**src/rtl/wb_stage_pkg.sv**
```systemverilog
// wb_stage_pkg
// Definitions shared by the write-back stage and the load aligner:
//   - LOAD_OP_W and the one-hot bit positions of the load_op vector
//     (LOP_LDB .. LOP_STW)
//   - REG_ADDR_W, the GPR address width
//   - RESET_PC_DEFAULT, the reset value of the trace PC register
//   - sign/zero-extension helpers for sub-word loads
package wb_stage_pkg;

  localparam int LOAD_OP_W  = 8;
  localparam int REG_ADDR_W = 5;

  localparam int LOP_LDB  = 0;
  localparam int LOP_LDH  = 1;
  localparam int LOP_LDW  = 2;
  localparam int LOP_LDBU = 3;
  localparam int LOP_LDHU = 4;
  localparam int LOP_STB  = 5;
  localparam int LOP_STH  = 6;
  localparam int LOP_STW  = 7;

  localparam logic [31:0] RESET_PC_DEFAULT = 32'h1c00_0000;

  typedef logic [LOAD_OP_W-1:0]  load_op_t;
  typedef logic [REG_ADDR_W-1:0] reg_addr_t;

  function automatic logic [31:0] sext8(input logic [7:0] b);
    return {{24{b[7]}}, b};
  endfunction

  function automatic logic [31:0] sext16(input logic [15:0] h);
    return {{16{h[15]}}, h};
  endfunction

  function automatic logic [31:0] zext8(input logic [7:0] b);
    return {24'h0, b};
  endfunction

  function automatic logic [31:0] zext16(input logic [15:0] h);
    return {16'h0, h};
  endfunction

endpackage

```
**src/rtl/load_align.sv**
```systemverilog
// load_align
// Purely combinational load-data aligner. Picks the addressed byte or
// halfword out of a 32-bit memory word and extends it to 32 bits
// according to the one-hot load opcode.
// Ports:
//   rdata    in  [31:0]  raw word returned by memory
//   addr     in  [1:0]   low address bits of the access
//   load_op  in  [7:0]   one-hot load/store opcode (see wb_stage_pkg)
//   value    out [31:0]  aligned, extended load value
module load_align
  import wb_stage_pkg::*;
(
  input  logic [31:0]          rdata,
  input  logic [1:0]           addr,
  input  logic [LOAD_OP_W-1:0] load_op,
  output logic [31:0]          value
);

  logic [7:0]  byte_sel;
  logic [15:0] half_sel;

  always_comb begin
    byte_sel = rdata[7:0];
    case (addr)
      2'd0: byte_sel = rdata[7:0];
      2'd1: byte_sel = rdata[15:8];
      2'd2: byte_sel = rdata[23:16];
      2'd3: byte_sel = rdata[31:24];
      default: byte_sel = rdata[7:0];
    endcase
  end

  // Halfword accesses ignore addr[0]; a misaligned halfword is simply
  // truncated to its containing aligned halfword.
  assign half_sel = addr[1] ? rdata[31:16] : rdata[15:0];

  // Each candidate is masked by its own opcode bit and the results are
  // ORed, so an all-zero opcode yields 0 and a multi-hot opcode yields
  // a well-defined (if meaningless) value instead of a priority chain.
  assign value = ({32{load_op[LOP_LDB]}}  & sext8(byte_sel))
               | ({32{load_op[LOP_LDH]}}  & sext16(half_sel))
               | ({32{load_op[LOP_LDW]}}  & rdata)
               | ({32{load_op[LOP_LDBU]}} & zext8(byte_sel))
               | ({32{load_op[LOP_LDHU]}} & zext16(half_sel));

  // Store opcodes travel on the same bus but never produce a load value.
  logic unused_store_ops;
  assign unused_store_ops = |load_op[LOP_STW:LOP_STB];

endmodule

```
**src/rtl/wb_stage.sv**
```systemverilog
// wb_stage
// Write-back stage of the in-order LA32R pipeline. Takes the registered
// memory-stage outputs plus the data SRAM read data (which arrives only
// in the first cycle an instruction is presented), keeps that data in a
// hold buffer across stalls, aligns loads, commits register writes,
// drives the decode bypass and counts retired instructions.
// Optional build macro: WB_TRACE_EN adds the debug_wb_* trace ports.
// Ports:
//   clk, rst              clock, synchronous active-high reset
//   in_valid / in_ready   handshake with the memory stage
//   commit_ready          downstream permission to commit
//   pc, alu_result        instruction PC, ALU result / load address
//   load_op, res_from_mem one-hot load/store op, result-is-load flag
//   gr_we, dest           GPR write enable and destination
//   data_sram_rdata       SRAM read data
//   rf_we/rf_waddr/rf_wdata   register-file write port
//   fwd_valid/fwd_dest/fwd_data  bypass to decode
//   retire_cnt            committed instruction count
//   debug_wb_*            (WB_TRACE_EN only) commit trace
module wb_stage
  import wb_stage_pkg::*;
#(
  parameter logic [31:0] RESET_PC = RESET_PC_DEFAULT,
  parameter int          CNT_W    = 32
) (
  input  logic                  clk,
  input  logic                  rst,
  input  logic                  in_valid,
  output logic                  in_ready,
  input  logic                  commit_ready,
  input  logic [31:0]           pc,
  input  logic [31:0]           alu_result,
  input  logic [LOAD_OP_W-1:0]  load_op,
  input  logic                  res_from_mem,
  input  logic                  gr_we,
  input  logic [REG_ADDR_W-1:0] dest,
  input  logic [31:0]           data_sram_rdata,
  output logic                  rf_we,
  output logic [REG_ADDR_W-1:0] rf_waddr,
  output logic [31:0]           rf_wdata,
  output logic                  fwd_valid,
  output logic [REG_ADDR_W-1:0] fwd_dest,
  output logic [31:0]           fwd_data,
  output logic [CNT_W-1:0]      retire_cnt
`ifdef WB_TRACE_EN
  ,
  output logic [31:0]           debug_wb_pc,
  output logic [3:0]            debug_wb_rf_we,
  output logic [REG_ADDR_W-1:0] debug_wb_rf_wnum,
  output logic [31:0]           debug_wb_rf_wdata
`endif
);

  logic        commit;
  logic        accept_q;
  logic        fresh;
  logic [31:0] rdata_hold;
  logic [31:0] rdata_eff;
  logic [31:0] load_value;
  logic [31:0] wdata;
  logic [31:0] pc_q;

  assign in_ready = ~rst & (~in_valid | commit_ready);

  // Gated by reset so that nothing retires or writes the register file
  // in a cycle where reset is asserted.
  assign commit = in_valid & commit_ready & ~rst;

  // accept_q remembers whether we were ready last cycle, i.e. whether the
  // instruction now presented has just arrived and its SRAM data is live.
  always_ff @(posedge clk) begin
    if (rst) accept_q <= 1'b0;
    else     accept_q <= in_ready;
  end

  assign fresh = in_valid & accept_q;

  // The SRAM only drives the load word for one cycle; capture it then so
  // a stall of any length still commits the original data.
  always_ff @(posedge clk) begin
    if (rst)        rdata_hold <= 32'h0;
    else if (fresh) rdata_hold <= data_sram_rdata;
  end

  assign rdata_eff = accept_q ? data_sram_rdata : rdata_hold;

  load_align u_load_align (
    .rdata   (rdata_eff),
    .addr    (alu_result[1:0]),
    .load_op (load_op),
    .value   (load_value)
  );

  assign wdata = res_from_mem ? load_value : alu_result;

  // Writes to r0 are deliberately not filtered here; the register file
  // discards them itself.
  assign rf_we    = commit & gr_we;
  assign rf_waddr = dest;
  assign rf_wdata = wdata;

  // The bypass is live for the whole time the instruction sits here,
  // stalled or not, so decode never has to wait for the commit.
  assign fwd_valid = in_valid & gr_we & (dest != '0);
  assign fwd_dest  = dest;
  assign fwd_data  = wdata;

  always_ff @(posedge clk) begin
    if (rst)         retire_cnt <= '0;
    else if (commit) retire_cnt <= retire_cnt + CNT_W'(1);
  end

  // PC of the last retired instruction, kept for trace/debug probing.
  always_ff @(posedge clk) begin
    if (rst)         pc_q <= RESET_PC;
    else if (commit) pc_q <= pc;
  end

  logic unused_pc_q;
  assign unused_pc_q = ^pc_q;

`ifdef WB_TRACE_EN
  assign debug_wb_pc       = {32{commit}} & pc;
  assign debug_wb_rf_we    = {4{rf_we}};
  assign debug_wb_rf_wnum  = {REG_ADDR_W{commit}} & dest;
  assign debug_wb_rf_wdata = {32{commit}} & wdata;
`endif

endmodule

```
**config.mk**
```make
export PLATFORM = sky130hd
export DESIGN_NAME = wb_stage
export DESIGN_NICKNAME = d
export VERILOG_FILES = /design/src/rtl/wb_stage_pkg.sv /design/src/rtl/load_align.sv /design/src/rtl/wb_stage.sv
export SDC_FILE = /design/constraint.sdc
export NUM_CORES = 1
export LEC_CHECK = 0
export CAP_MARGIN = 20
export CORE_MARGIN = 2
export CORE_UTILIZATION = 25
export CTS_CLUSTER_DIAMETER = 80
export CTS_CLUSTER_SIZE = 8
export DETAILED_ROUTE_END_ITERATION = 7
export SYNTH_ARGS = -nofsm -noshare
export SYNTH_HDL_FRONTEND = slang
export SYNTH_SLANG_ARGS = --single-unit
```
**constraint.sdc**
```tcl
create_clock -name clk -period 2.83 [get_ports clk]
set_input_delay 0.566 -clock clk [delete_from_list [all_inputs] [get_ports clk]]
set_output_delay 0.566 -clock clk [all_outputs]
set_load 0.02 [all_outputs]
```
== Word-level counts from Yosys, hierarchy flattened ==
Cells that the tools add are included.

* Register bits after elaboration: 65
* Latch bits: 0
* Memory bits (writable): 0
* ROM bits: 0
* Output and inout bits: 109
* Memories: 0

* $add $sub $neg: 1
* $mul: 0
* Divide/modulo/power cells: 0
* Magnitude comparators: 0
* Eq/ne operators: 3
* Shift operators: 0
* Multiplexer cells: 4
* Bitwise operators: 19
* Reduce and logical (&&, ||, !) cells: 2

{| class="wikitable"
|+ Operators with widths
! kind !! number
|-
| bitwise OR 32 bit || 4
|-
| bitwise AND 32 bit || 3
|-
| 2-to-1 mux 32 bit || 2
|-
| adder 32 x 1 -> 32 bit, second input constant || 1
|-
| bitwise AND 32 x 16 -> 32 bit || 1
|-
| bitwise AND 32 x 8 -> 32 bit || 1
|-
| case mux 8 bit (4 select lines) || 1
|-
| 2-to-1 mux 16 bit || 1
|-
| bitwise AND 1 bit || 7
|-
| nonzero test 5 bit || 1
|-
| equality test 2 bit, second input constant || 2
|-
| equality test 2 x 1 -> 1 bit, second input constant || 1
|-
| logical NOT 2 bit || 1
|-
| NOT 1 bit || 2
|-
| bitwise OR 1 bit || 1
|}

== Logic depth before layout (Yosys ltp) ==
Gate-level depths: netlist of the first run.

* Depth after elaboration: 8
* Mapped depth: 8
* Depth with buffers taken out: 5

== By module ==
A second synthesis of the first run with hierarchy kept.

* Cell total of the unflattened synthesis: 540
* Area total of the unflattened synthesis: 4,409.2 µm²

{| class="wikitable"
|+ By module, submodules not included
! module !! instances !! cells each !! area an instance (µm²) !! sequential area each (µm²)
|-
| wb_stage || 1 || 438 || 3,771.1 || 1,301.2
|-
| load_align || 1 || 102 || 638.1 || 0.0
|}

== Worst setup path before layout of the first run ==
OpenSTA, ideal clock, no wires.

* Path type: reg2out
* Start point: register accept_q
* End point: output port rf_wdata[20]
* Arrival: 2.291 ns
* Slack: -0.027 ns
* Cell stages (with the launch flop): 8
* Path buffers: 3
* Cells stage by stage: dfxtp_1 -> buf_2 -> mux4_2 -> or2_1 -> a221oi_2 -> buf_4 -> a21oi_1 -> buf_4

* Longest elaborated chain between the ends: 8

{| class="wikitable"
|+ RTL lines
! element !! line !! text
|-
| start: declaration || wb_stage.sv:55 || <nowiki>logic accept_q;</nowiki>
|-
| start signal: assignment || wb_stage.sv:73 || <nowiki>else accept_q <= in_ready;</nowiki>
|-
| 2-to-1 mux 32 bit * || wb_stage.sv:85 || <nowiki>assign rdata_eff = accept_q ? data_sram_rdata : rdata_hold;</nowiki>
|-
| case mux 8 bit (4 select lines) or 2-to-1 mux 16 bit (tied branches) || load_align.sv:24, load_align.sv:35 ||
|-
| bitwise AND 32 bit, on equally long branches || load_align.sv:40, load_align.sv:41 ||
|-
| bitwise OR 32 bit || load_align.sv:41 || <nowiki>| ({32{load_op[LOP_LDH]}} & sext16(half_sel))</nowiki>
|-
| bitwise OR 32 bit * || load_align.sv:42 || <nowiki>| ({32{load_op[LOP_LDW]}} & rdata)</nowiki>
|-
| bitwise OR 32 bit * || load_align.sv:43 || <nowiki>| ({32{load_op[LOP_LDBU]}} & zext8(byte_sel))</nowiki>
|-
| bitwise OR 32 bit * || load_align.sv:44 || <nowiki>| ({32{load_op[LOP_LDHU]}} & zext16(half_sel));</nowiki>
|-
| 2-to-1 mux 32 bit * || wb_stage.sv:94 || <nowiki>assign wdata = res_from_mem ? load_value : alu_result;</nowiki>
|-
| end: declaration || wb_stage.sv:40 || <nowiki>output logic [31:0] rf_wdata,</nowiki>
|}

Every way passes the cells marked *; elsewhere a longest branch is shown, timed or not.

== Worst setup path in the final report of the first run ==
* Start point: input port data_sram_rdata[7]
* End point: output port rf_wdata[23]

* Longest elaborated chain between the ends: 8

{| class="wikitable"
|+ RTL lines
! element !! line !! text
|-
| start: declaration || wb_stage.sv:37 || <nowiki>input logic [31:0] data_sram_rdata,</nowiki>
|-
| 2-to-1 mux 32 bit || wb_stage.sv:85 ||
|-
| case mux 8 bit (4 select lines) || load_align.sv:24 || <nowiki>case (addr)</nowiki>
|-
| bitwise AND 32 bit || load_align.sv:40 || <nowiki>assign value = ({32{load_op[LOP_LDB]}} & sext8(byte_sel))</nowiki>
|-
| bitwise OR 32 bit || load_align.sv:41 ||
|-
| bitwise OR 32 bit || load_align.sv:42 ||
|-
| bitwise OR 32 bit || load_align.sv:43 ||
|-
| bitwise OR 32 bit || load_align.sv:44 ||
|-
| 2-to-1 mux 32 bit || wb_stage.sv:94 ||
|}

Every way passes these cells.

==> metrics.yaml, run 1 <==
outcome:
  violations: "setup timing"
  status: "complete, but fails checks"
place:
  dpl_cell_area_um2: 6421
  dpl.hpwl_mm: 11.41
  numPortBuffers: 188
  placedCellCount: 937
  gp_congestion: 0.8523
floorplan:
  die_x_um: 134.5
  num_io_pins: 224
  start_util_pct: 25.59
  dieArea_um2: 18100
  rows: 47
  core_area_um2: 16640
  chipHeight_um: 134.5
synthesis:
  synth_simple_gate_area_share_pct: 22.97
  synth.top_cells.by_count: "nand2_1 (100), a21oi_1 (87), dfxtp_1 (65), buf_4 (44), nor2_1 (35)"
  synth_compound_area_share_pct: 19.57
  synth_area_leaders: "dfxtp_1 (31%), a21oi_1 (10%), nand2_1 (8.8%)"
  ys_warn_count: 0
  synth_edf_count: 0
  syn_area_per_cell_um2: 7.744
  syn_area_um2: 4259
  synthAdderAreaFrac_pct: 0.2938
  async_flop_share_pct: 0
  ys_seq_elements: 65
  synth_top_area_share_pct: 30.55
  synth_nets: 666
  synth_top_family_by_area: "simple AND/OR/NAND/NOR gates"
  synth-seq-area-share_pct: 30.55
  synth_cells: 550
  yosys.area.top_type: "dfxtp_1"
  synth_mux_area_share_pct: 13.19
  ys_types: 47
  synth.most_common_cell: "nand2_1"
  ys.flop_type: "dfxtp_1"
  synth-xor-area-share_pct: 1.439
layout:
  drive_gt1_share_pct: 31.36
  final_area_um2: 6880
  nets: 854
  areaGrowthSynthToFinish_pct: 61.55
  fillers: 1700
  fin_cells: 964
  final_util_pct: 41.34
critical_path:
  critPathKind: "input port to primary output"
  end_kind: "primary output"
  crit_arrival_ns: 2.39
  critical_path.max_fanout: 5
  cp_data_required_time_ns: 2.26
  critPathLaunchType: "input port"
global_route:
  overflow: 0
  antenna_found_initial: 0
  grt_max_degree: 57
  track_usage_pct: 16.69
  grt_pass1_wl_mm: 23.54
  grt_pass1_vias: 4301
cts:
  clock_latency_ns: 0.34
  cts_buffers: 9
  cts_sinks: 65
  clockRootBuffer: "clkbuf_16"
  cts_hold_buf: 0
  tritoncts: "done"
  clkTransAtPathRegs_ns: 0.06
  cts_htree_levels: 3
  cts_buffer_depth: 2
timing:
  finalMaxSlewViolations: 0
  finalHoldViolCount: 0
  finClkSkew_ns: 0.009196
  fin_ws_ns: -0.1293
  period_share_pct: 104.6
  relSlewSlack_pct: 57.52
  holdWs_ns: 0.4514
  setup_viol: 32
  tightest_slew_ns: 0.6372
  rsz0062_at_grt: "true"
  fin_crit_ns: 2.959
  fmaxAchievable_mhz: 337.9
pwr:
  p_comb_share_pct: 29.4
  p_clk_share_pct: 39.1
  internal-power_mw: 2.103
  ir_worst_vdd_uv: 235.8
  p_total_mw: 3.030
  pwr-share-seq_pct: 31.5
  powerDensity_nw_per_um2: 440.3
  p_sw_share_pct: 30.59
  p_switching_mw: 0.9268
  p_leak_nw: 2.582
drt:
  wl_per_cell_um: 15.90
  drc: 0
  firstDrtPassIters: 4
  vias_per_cell: 4.757
  routed_wl_mm: 15.33
  drtIter0Drc: 216
  via_count: 4586
  final_antenna_net_count: 0
min_path:
  hold_class: "flip-flop to flip-flop"
job:
  max_cap_violations: 0
## power groups by stage
stage               registers [mW]  logic [mW]  clock network, mW
floorplan                    0.970       0.471                  0
global placement             0.975       0.866                  0
detailed placement           0.976       0.868                  0
CTS                          0.953       0.836               1.22
global route                 0.956       0.948               1.26
finish                       0.953       0.890               1.19
## final timing paths
path                            cells after the start               start             end  slack [ns]
worst max-delay path                                9  data_sram_rdata[7]    rf_wdata[23]       -0.13
worst min-delay path                                2      rdata_hold[17]  rdata_hold[17]        0.45
worst max register to register                      4       retire_cnt[8]  retire_cnt[31]        0.69
worst min register to register                      2      rdata_hold[17]  rdata_hold[17]        0.45
## cells by family after synthesis
logic type	Yosys count
AO/OA/AOI/OAI	142
XOR/XNOR	7
adder cells (fa/ha/maj)	1
buffers and inverters	88
flip-flops	65
multiplexers	43
AND/OR/NAND/NOR	204
## area by class of cell
type | instances | area [µm²] | share of cell area [%]
Clock buffer | 11 | 252.7 | 3.673
Clock inverter | 5 | 62.56 | 0.9093
Multi-Input combinational cell | 397 | 2695 | 39.17
Sequential cell | 65 | 1305 | 18.97
Inverter | 8 | 30.03 | 0.4364
Tap cell | 220 | 275.3 | 4.001
Antenna cell | 1 | 2.502 | 0.03637
Timing Repair Buffer | 257 | 2257 | 32.81
## metrics by stage
stage / setup WS (ns) / setup TNS, ns
5_1_grt: -0.1930 / -5.054
3_3_place_gp: -0.7455 / -42.29
3_5_place_dp: -0.7510 / -42.48
4_1_cts: -0.1681 / -3.033
2_1_floorplan: 0.01781 / 0
6_report: -0.1293 / -1.524
## critical path, cell delays in order
cell and delay, ns:
clkdlybuf4s15_1 0.19, mux4_2 0.47, or2_4 0.27, a221oi_4 0.28, buf_6 0.17, buf_12 0.14
a21oi_4 0.06, buf_6 0.12, buf_8 0.12
## cell usage in the layout (no fill, tap or decap), types with 4 or more instances in the layout
cell type and count:
buf_12 4, clkdlybuf4s50_1 109, nand3_1 7, clkbuf_16 9, and2_4 4, o21ai_0 11, xnor2_1 6, buf_6 14
o31ai_1 13, a21oi_1 67, or4_1 15, nand2_1 100, and2_1 4, dfxtp_1 64, nor2_1 35, nand4_1 9
or3_1 9, dlygate4sd2_1 8, o21ai_1 5, mux4_2 8, buf_2 32, mux2_2 25, mux2i_1 7, a221oi_2 10
buf_4 84, a21oi_2 17, inv_1 7
## repair_timing
item,CTS,global route
gates cloned,1,0
setup buffers,2,7
resized for setup,330,58
pin swaps,5,5
setup endpoints to repair,64,62
## state kept, by name, summed over array words and instances (netlist names)
| name | flops |
|---|---|
| retire_cnt | 32 |
| rdata_hold | 32 |
| accept_q | 1 |
## per-layer routing
layer  part of all wire [%]  up-vias  GRT usage [%]
met1                     46     2107          22.09
met4                    1.2        0          4.854
li1                       -     2310              -
met2                     46      156          26.67
met3                    6.1       13          4.542
met5                      0        -              0
Power figures use the tool's default switching activity.
==> run 2: changes to the inputs <==
--- a/config.mk
+++ b/config.mk
@@ -6,7 +6,6 @@
 export NUM_CORES = 1
 export LEC_CHECK = 0
 export CAP_MARGIN = 20
-export CORE_MARGIN = 2
 export CORE_UTILIZATION = 25
 export CTS_CLUSTER_DIAMETER = 80
 export CTS_CLUSTER_SIZE = 8
@@ -14,3 +13,4 @@
 export SYNTH_ARGS = -nofsm -noshare
 export SYNTH_HDL_FRONTEND = slang
 export SYNTH_SLANG_ARGS = --single-unit
+export TNS_END_PERCENT = 50
==> run 2 against run 1 <==
The run still ends with setup timing left. Sequential share of layout area is 0.23 points higher. Total power is 2.3% lower. Combinational power fell by 2%. Worst setup slack better by 0.026 ns. Worst hold slack gained 0.00089 ns. Critical endpoint is now rf_wdata[24]. Largest cell class unchanged.
==> metrics.yaml, run 2 (same netlist as run 1, synthesis figures left out) <==
drt:
  drc: 0
  wl_per_cell_um: 16.13
  drtIter0Drc: 219
  vias_per_cell: 4.929
  final_antenna_net_count: 0
  firstDrtPassIters: 4
  routed_wl_mm: 15.45
  via_count: 4722
layout:
  drive_gt1_share_pct: 28.73
  diodes: 0
  final_common_cell: "clkdlybuf4s50_1"
  reg_top3: "rdata_hold (32), retire_cnt (32), accept_q (1)"
  areaGrowthSynthToFinish_pct: 59.61
  layout_common_cells: "clkdlybuf4s50_1 (112), nand2_1 (99), a21oi_1 (75)"
  nets: 850
timing:
  finClkSkew_ns: 0.008226
  setup_viol: 37
  tns_ns: -1.784
  finalMaxSlewViolations: 0
  finalHoldViolCount: 0
  fin_ws_ns: -0.1031
  fmaxAchievable_mhz: 340.9
  rsz0062_at_grt: "true"
  fin_crit_ns: 2.933
  period_share_pct: 103.6
  tightest_slew_ns: 0.5337
  relSlewSlack_pct: 64.42
pwr:
  p_leak_nw: 2.554
  powerDensity_nw_per_um2: 435.2
  ir_worst_vdd_uv: 264.0
  p_total_mw: 2.958
critical_path:
  critical_path.max_fanout: 8
  reg2reg_slack_ns: 0.65
  crit_path_start: "data_sram_rdata[7]"
  crit_slowest_cell: "mux4_2"
  critPathKind: "input port to primary output"
  critical_path.max_stage_delay_ns: 0.48
  rr_endpoint: "retire_cnt[31]"
  rr_worst_depth: 4
  cp_num_buf_inv: 4
  endpoint: "rf_wdata[24]"
  cp_data_required_time_ns: 2.26
  end_kind: "primary output"
  crit_arrival_ns: 2.37
  critPathLaunchType: "input port"
  crit_top_cell: "buf_6"
  path_delay_family: "buffers and inverters"
  crit_chain: "clkdlybuf4s15_1 -> mux4_2 -> or2_4 -> a221oi_4 -> buf_6 -> a21oi_4 -> buf_6 -> buf_6"
  r2r_start: "retire_cnt[8]"
  path_depth: 8
cts:
  cts_htree_levels: 3
  tritoncts: "done"
  cts_buffers: 9
  clkTransAtPathRegs_ns: 0.06
  cts_buffer_depth: 2
  cts_sinks: 65
  clockRootBuffer: "clkbuf_16"
  clock_latency_ns: 0.35
floorplan:
  num_io_pins: 224
  chipHeight_um: 132.5
  start_util_pct: 25.68
  die_x_um: 132.5
  rows: 47
  core_area_um2: 16580
  dieArea_um2: 17560
place:
  dpl.hpwl_mm: 11.20
  dp_worst_setup_slack_ns: -0.7860
  gp_congestion: 0.8454
  numPortBuffers: 188
global_route:
  grt_pass1_wl_mm: 24.02
  grt_max_degree: 47
  track_usage_pct: 17.64
  grt_pass1_vias: 4400
  antenna_found_initial: 0
  overflow: 0
min_path:
  hold_class: "flip-flop to flip-flop"
job:
  max_cap_violations: 0
outcome:
  violations: "setup timing"
  status: "complete, but fails checks"
-- run 2: power breakdown --
part	internal, mW	total (mW)	switching (mW)
Sequential	0.937	0.953	0.0161
Clock	0.681	1.13	0.450
Combinational	0.415	0.874	0.459
-- run 2: cell type report --
cell class / instances / area, µm²
clock buffers: 9 / 225.2
clock inverters: 6 / 68.82
fillers: 1725 / 9786
inverters: 8 / 32.53
multi-input cells: 397 / 2656
flip-flops and latches: 65 / 1305
well taps: 220 / 275.3
repair buffers: 253 / 2235
-- run 2: repair_timing --
item,in CTS,in global routing
hold buffers,0,0
endpoints found under the setup margin,64,64
cloned,1,0
pin swaps,3,8
gates resized for setup,280,49
buffers inserted,7,2
-- run 2: per-stage QoR --
| step | instances | hold slack (ns) | util, % | area (µm²) |
|---|---|---|---|---|
| 4_1_cts | 958 | 0.4555 | 41.17 | 6828 |
| 3_5_place_dp | 935 | 0.4473 | 38.71 | 6419 |
| 2_1_floorplan | 550 | 0.4338 | - | 4270 |
| 3_3_place_gp | 935 | 0.4409 | 38.71 | 6419 |
| 5_1_grt | 958 | 0.4666 | 40.99 | 6798 |
| 6_report | 958 | 0.4522 | 40.99 | 6798 |
-- run 2: worst register-to-register path: stages (launching register included) --
cell and delay [ns]:
dfxtp_1 0.46, nand4_1 0.24, or4_1 0.75, or4_1 0.53
a21oi_1 0.14
-- run 2: worst min path at each step --
stage | startpoint | end | slack [ns] | cells after the start
after global placement | rdata_hold[22] | rdata_hold[22] | 0.44 | 2
after detailed placement | rdata_hold[17] | rdata_hold[17] | 0.45 | 2
after global routing | rdata_hold[5] | rdata_hold[5] | 0.47 | 2
after CTS | rdata_hold[19] | rdata_hold[19] | 0.46 | 2
final | rdata_hold[18] | rdata_hold[18] | 0.45 | 2
after floorplan | rdata_hold[16] | rdata_hold[16] | 0.43 | 2
-- run 2: metal layers --
metal	global-route usage, %	share of wire [%]	vias up
met5	0	0	-
met4	6.066	1.8	0
met3	4.330	7.5	19
met2	28.39	46	174
met1	22.91	45	2222
li1	-	-	2307
